File: config.mk
export PLATFORM = sky130hd
export DESIGN_NAME = servo_pwm_bank
export DESIGN_NICKNAME = d
export VERILOG_FILES = /design/src/rtl/servo_pkg.sv /design/src/rtl/servo_slew_ch.sv /design/src/rtl/servo_pwm_bank.sv
export SDC_FILE = /design/constraint.sdc
export NUM_CORES = 1
export LEC_CHECK = 0
export CORE_MARGIN = 2
export CORE_UTILIZATION = 63
export CTS_BUF_LIST = sky130_fd_sc_hd__clkbuf_16
export DETAILED_ROUTE_END_ITERATION = 10
export GPL_TIMING_DRIVEN = 0
export HOLD_SLACK_MARGIN = 0.15
export PLACE_DENSITY = 0.82
export SLEW_MARGIN = 30
export SYNTH_ARGS = -nofsm -noshare
export SYNTH_HDL_FRONTEND = slang
export SYNTH_SLANG_ARGS = --single-unit
File: constraint.sdc
create_clock -name clk -period 6.7 [get_ports clk]
set_input_delay 1.34 -clock clk [delete_from_list [all_inputs] [get_ports clk]]
set_output_delay 1.34 -clock clk [all_outputs]
set_load 0.1 [all_outputs]
File: src/rtl/servo_pkg.sv
// Shared servo timing constants for a 50 MHz system clock.
// Defaults give a 20 ms frame with 0.5..2.5 ms pulses centred at 1.5 ms.
package servo_pkg;

  localparam int CLK_HZ         = 50_000_000;
  localparam int PERIOD_DEF     = 1_000_000;
  localparam int DUTY_MIN_DEF   = 25_000;
  localparam int DUTY_MAX_DEF   = 125_000;
  localparam int DUTY_INIT_DEF  = 75_000;
  localparam int STEP_DEF       = 2_500;

  function automatic int us_to_cycles(input int us);
    return us * (CLK_HZ / 1_000_000);
  endfunction

endpackage

File: src/rtl/servo_slew_ch.sv
// One servo channel: clamped target, slew-limited current duty updated at the
// frame boundary, and the registered PWM compare against the shared counter.
module servo_slew_ch
  import servo_pkg::*;
#(
  parameter int CW        = 20,
  parameter int DUTY_MIN  = DUTY_MIN_DEF,
  parameter int DUTY_MAX  = DUTY_MAX_DEF,
  parameter int DUTY_INIT = DUTY_INIT_DEF,
  parameter int STEP      = STEP_DEF
) (
  input  logic          clk,
  input  logic          rst,
  input  logic [CW-1:0] cnt,
  input  logic          wrap,
  input  logic [CW-1:0] duty,
  input  logic          load,
  input  logic          en,
  output logic          pwm,
  output logic          differs
);

  localparam logic [CW-1:0] DMIN  = CW'(DUTY_MIN);
  localparam logic [CW-1:0] DMAX  = CW'(DUTY_MAX);
  localparam logic [CW-1:0] DINIT = CW'(DUTY_INIT);
  // STEP saturated at 2^CW so the "close enough" compare never truncates.
  localparam logic [CW:0]   STEP_W = (longint'(STEP) >= (longint'(1) << CW)) ?
                                     {1'b1, {CW{1'b0}}} : (CW+1)'(STEP);
  localparam logic [CW-1:0] STEP_C = CW'(STEP);

  logic [CW-1:0] tgt;
  logic [CW-1:0] cur;
  logic [CW-1:0] clamped;
  logic [CW-1:0] diff;
  logic [CW-1:0] nxt;
  logic          up;

  always_comb begin
    clamped = duty;
    if (duty < DMIN) clamped = DMIN;
    else if (duty > DMAX) clamped = DMAX;

    up   = (tgt > cur);
    diff = up ? (tgt - cur) : (cur - tgt);
    // The step is only added when diff > STEP, so cur+STEP stays below tgt.
    nxt  = tgt;
    if ({1'b0, diff} > STEP_W) nxt = up ? (cur + STEP_C) : (cur - STEP_C);
  end

  always_ff @(posedge clk) begin
    if (rst) begin
      tgt <= DINIT;
      cur <= DINIT;
      pwm <= 1'b0;
    end else begin
      if (load) tgt <= clamped;
      if (wrap) cur <= nxt;
      pwm <= en && (cnt < cur);
    end
  end

  assign differs = (cur != tgt);

endmodule

File: src/rtl/servo_pwm_bank.sv
// Bank of slew-limited servo PWM channels sharing one frame counter.
// frame_start marks the counter-zero cycle; busy reports any channel still slewing.
module servo_pwm_bank
  import servo_pkg::*;
#(
  parameter int CH        = 4,
  parameter int CW        = 20,
  parameter int PERIOD    = PERIOD_DEF,
  parameter int DUTY_MIN  = DUTY_MIN_DEF,
  parameter int DUTY_MAX  = DUTY_MAX_DEF,
  parameter int DUTY_INIT = DUTY_INIT_DEF,
  parameter int STEP      = STEP_DEF
) (
  input  logic             clk,
  input  logic             rst,
  input  logic [CH*CW-1:0] duty_in,
  input  logic             load,
  input  logic [CH-1:0]    en,
  output logic [CH-1:0]    pwm_wave,
  output logic             frame_start,
  output logic             busy
);

  localparam logic [CW-1:0] LAST = CW'(PERIOD - 1);

  logic [CW-1:0] cnt;
  logic          wrap;
  logic [CH-1:0] differs;

  assign wrap        = (cnt == LAST);
  assign frame_start = (cnt == '0);

  always_ff @(posedge clk) begin
    if (rst)       cnt <= '0;
    else if (wrap) cnt <= '0;
    else           cnt <= cnt + CW'(1);
  end

  for (genvar i = 0; i < CH; i++) begin : g_ch
    servo_slew_ch #(
      .CW        (CW),
      .DUTY_MIN  (DUTY_MIN),
      .DUTY_MAX  (DUTY_MAX),
      .DUTY_INIT (DUTY_INIT),
      .STEP      (STEP)
    ) u_ch (
      .clk     (clk),
      .rst     (rst),
      .cnt     (cnt),
      .wrap    (wrap),
      .duty    (duty_in[i*CW +: CW]),
      .load    (load),
      .en      (en[i]),
      .pwm     (pwm_wave[i]),
      .differs (differs[i])
    );
  end

  always_ff @(posedge clk) begin
    if (rst) busy <= 1'b0;
    else     busy <= |differs;
  end

endmodule
# Yosys cells after proc, flatten, opt, wreduce, memory -nomap -nowiden
# Cells that the tools add are included.
# word_totals
regBits	185
in_bits	87
out_inout_bits	6
elab_cells	83
# op_classes
addsub	17
magnitude_cmp	20
eq_ne	5
mux	20
n_reduce_logical	7
# ops
cell	count
20-bit two-way mux	20
20-bit subtractor	8
20-bit by 12-bit adder with 20-bit output, second input constant	4
20-bit by 12-bit > comparator with 1-bit output, second input constant	4
20-bit by 17-bit > comparator with 1-bit output, second input constant	4
20-bit > comparator	4
20-bit by 15-bit less-than comparator with 1-bit output, second input constant	4
20-bit less-than comparator	4
20-bit != test	4
20-bit by 12-bit subtractor with 20-bit output, second input constant	4
20-bit by 1-bit adder with 20-bit output, second input constant	1
20-bit == test, second input constant	1
20-bit zero test	1
1-bit logical AND	4
4-bit OR reduction	1
2-bit OR reduction	1

# Depth between registers and ports, before layout
# depth
depth_word	4
mapped_depth	24
ltp_nobuf	24

# Hierarchy
# Synthesis repeated with hierarchy kept, for this count alone.
# hier_totals
hier_cells	2968
hier_area_um2	22768.1
# by_module_without_submodules
mod	n_inst	cells_per_inst	area_each_um2	seq_area_each_um2
servo_slew_ch (g_ch[1].u_ch ...)	2	716	5489.0	820.8
servo_slew_ch (g_ch[0].u_ch)	1	732	5574.1	820.8
servo_slew_ch (g_ch[3].u_ch)	1	689	5240.0	820.8
servo_pwm_bank	1	115	975.9	420.4

# Worst setup path before layout
# OpenSTA, ideal clock, no wires.
# synth_timing
path_type	register to output
start	register cnt[13]
end	output port frame_start
arrival_ns	3.974
path_slack_ns	1.386
path_stages_with_launch	4
path_cell_list	dfxtp_1 > nor4_1 > nand4_1 > nor4b_1
# synth_via
elab_chain_cells	1
# synth_rtl
item	line_no	rtl
start: declaration	servo_pwm_bank.sv:26	logic [CW-1:0] cnt;
start signal: assignment	servo_pwm_bank.sv:36	else cnt <= cnt + CW'(1);
20-bit zero test	servo_pwm_bank.sv:31	assign frame_start = (cnt == '0);
end: declaration	servo_pwm_bank.sv:20	output logic frame_start,
# No other way between the ends.

# Worst setup path in the final report
# layout_timing
start	register g_ch[1].u_ch.cur[6]
end	register g_ch[1].u_ch.cur[19]
# layout_via
elab_chain_cells	4
# layout_rtl
item	line_no	rtl
start: declaration	servo_slew_ch.sv:32	logic [CW-1:0] cur;
start signal: assignment	servo_slew_ch.sv:57	if (wrap) cur <= nxt;
20-bit subtractor / 20-bit > comparator (equally long branches)	servo_slew_ch.sv:44, servo_slew_ch.sv:43	
20-bit two-way mux	servo_slew_ch.sv:44	diff = up ? (tgt - cur) : (cur - tgt);
20-bit by 12-bit > comparator with 1-bit output	servo_slew_ch.sv:47	if ({1'b0, diff} > STEP_W) nxt = up ? (cur + STEP_C) : (cur - STEP_C);
20-bit two-way mux (*)	servo_slew_ch.sv:47	
# Mark *: on every way between the ends. The rest lies on a longest branch, timed or not.
# A chain may end at the register's enable or synchronous reset.

==> impl_metrics.ini <==
[status]
status = finished, final reports clean

[critical_path]
slowest_stage = a2111oi_2
path_depth = 22
crit_type = reg2reg
arrival_ns = 6.62
crit_buf_inv = 3
worstPathRequired_ns = 7.01
path_cells = inv_1 -> ha_1 -> clkbuf_1 -> nand4_1 -> a21oi_1 -> o2111ai_1 -> a31oi_1 -> o22a_1 -> nand2_2 -> inv_2 -> ha_1 -> o21a_1 -> a2111oi_2 -> o31ai_1 -> nor2b_1 -> nor3b_1 -> nor4_1 -> a21oi_1 -> xnor2_1 -> and3_1 -> o21ai_0 -> o221ai_1
worstPathMaxFanout = 16
r2r_cells = 22
end_kind = register
critPathLaunchType = register
cp_slowest_stage_delay_ns = 0.51
crit_family = compound AO/OA/AOI/OAI gates

[synthesis]
synth_warnings = 0
syn_inst = 2792
synth_commonest_cells = ha_1 (298), nor2_1 (248), a21oi_1 (224), inv_1 (220), nand2_1 (189)
syn_nets = 3189
yosys.area_share.xor_xnor_pct = 5.47
synth_top_area_cell = ha_1
ys_ff_latch = 185
synthAdderAreaFrac_pct = 18.8
synthFlopType = dfxtp_1
synth_compound_area_share_pct = 28.7
synthSimpleGateAreaFrac_pct = 20.1
seq_area_frac_synth_pct = 17.5
synthMostInstantiatedCell = ha_1
syn_avg_cell_area_um2 = 7.57
synth_top_family_by_area = compound AO/OA/AOI/OAI gates
synthMuxAreaShare_pct = 2.81
async_flop_share_pct = 0
synthTopCellsByArea = ha_1 (18%), dfxtp_1 (18%), a21oi_1 (5.3%)
netlist_area_um2 = 21100
synth_top_area_share_pct = 17.6
yosysUniqueCellTypes = 100
synth_edf_count = 0

[grt]
antenna_found_initial = 2
grt_pass1_vias = 21931
grt_max_degree = 20
grt_usage_pct = 43.0
grt-ovfl-total = 0
grt_pass1_wl_mm = 120

[power]
internal-power_mw = 2.34
combinationalPowerShare_pct = 40.4
clkPwrFrac_pct = 29.0
p_seq_share_pct = 30.6
p_leak_nw = 10.5
max-vdd-ir-drop_mv = 0.200
power.switching_mw = 1.41
switching_share_pct = 37.7
finalPower_mw = 3.75
p_per_area_nw_per_um2 = 161

[finish]
layoutNonFillerInstCount = 3365
num_antenna_cells = 0
syn2layout_area_growth_pct = 9.95
n_fill_cell = 2781
drive_above_1_share_pct = 5.04
layout.nets = 3301
finish.utilization_pct = 69.9

[sta]
tightest_slew_ns = 1.14
hold_violations = 0
rsz0062_at_grt = no
setup_viol = 0
fin_crit_ns = 6.31
post-route-period-util_pct = 94.2
tns_ns = 0
max_freq_ghz = 0.158
max-slew-margin-rel_pct = 23.9
setup_ws_ns = 0.387
skew_ns = 0.0186
finalMaxSlewViolations = 0

[cts]
hold_buffers = 0
numClockSinks = 185
cts-root-buf = clkbuf_16
cts.clk_slew.worst_paths_ns = 0.08
ctsLongestPathBuffers = 2
numCtsBuffers = 17
htree_levels = 4
clock_latency_ns = 0.47
cts_tree = built
post_cts_buffers = 0

[hold_path]
hold_depth = 2
hp-class = reg2reg

[detailed_routing]
route.detailed.drc = 0
viasPerCell = 6.76
routed_wl_mm = 77.4
drt_iter0_markers = 2500
wl_per_cell_um = 23.0
first_pass_iters = 8
vias = 22762
drtAntennaViolNets = 0

[floorplan]
fp-row-count = 67
dieWidth_um = 187
die_y_um = 187
start_util_pct = 63.5
core_um2 = 33300
die_area_um2 = 35000
io_pins = 93

[placed_design]
pre_cts_ws_ns = 0.302
placedCellCount = 3333
dp.final_hpwl_mm = 59.7
gp_congestion = 1.07
io_buffers = 92

[flow_run]
cap_viol_max_count = 0
-- flip-flops by register name, indices dropped and copies added, names as in the netlist --
register	count
g_ch.u_ch.pwm	4
g_ch.u_ch.cur	80
busy	1
g_ch.u_ch.tgt	80
cnt	20
-- repair_timing --
action	in CTS	in global routing
endpoints found under the hold margin	0	0
setup endpoints to repair	0	1
resized for setup	0	2
-- metrics by stage --
stage / area, um2 / hold slack [ns]
detailed placement: 22600 / 0.478
floorplan: 21100 / 0.449
global route: 23200 / 0.504
global placement: 22600 / 0.469
CTS: 23200 / 0.493
finish: 23200 / 0.494
-- final cells by class --
cell class	instances	area (um2)	area share, %
multi-input cells	2256	16000	69.0
clock buffers	17	425	1.83
repair buffers	93	932	4.01
clock inverters	15	174	0.748
flip-flops and latches	185	3700	15.9
inverters	227	852	3.66
well taps	448	561	2.41
plain buffers	124	563	2.42
-- metal layers --
layer	global-route usage (%)	vias up	share of wire [%]
li1	-	10385	-
met1	53.4	10552	38
met2	67.4	1426	44
met3	9.77	395	11
met4	27.3	4	6.8
met5	0	-	0.030
-- power by group through the flow --
stage                     clock network, mW  registers (mW)  logic, mW
after CTS                              1.07            1.15       1.47
after global placement                    0            1.17       1.40
after detailed placement                  0            1.17       1.45
after global routing                   1.11            1.15       1.64
after floorplan                           0            1.16       1.09
final                                  1.09            1.15       1.52
-- kinds of logic after synthesis --
logic type | count (synthesis)
xor+xnor | 132
flops | 185
compound gates | 901
mux | 55
buf+inv | 351
fa+ha+maj | 310
simple gates | 858
-- path summary, 6_finish.rpt --
check                                          from                    to  slack, ns
worst min register to register  g_ch[2].u_ch.tgt[0]   g_ch[2].u_ch.cur[0]       0.49
worst min-delay path            g_ch[2].u_ch.tgt[0]   g_ch[2].u_ch.cur[0]       0.49
worst max register to register  g_ch[1].u_ch.cur[6]  g_ch[1].u_ch.cur[19]       0.39
worst max-delay path            g_ch[1].u_ch.cur[6]  g_ch[1].u_ch.cur[19]       0.39
-- worst min-delay path, cell delays in order, from the launching register on --
cell	delay [ns]
dfxtp_1	0.34
nand2_1	0.07
a21oi_1	0.05
-- placed cells by master, fill, tap and decap left out, types with 47 or more instances in the layout --
cell type,instances
o21ai_0,168
clkdlybuf4s50_1,92
dfxtp_1,185
nor3_1,68
nor2_1,248
o211ai_1,58
a21o_1,77
nand3_1,63
ha_1,298
a211oi_1,57
mux2i_1,47
clkbuf_1,88
inv_1,220
a21oi_1,224
nand2_1,189
o21a_1,50
xnor2_1,91
(Power assumes the default switching activity.)
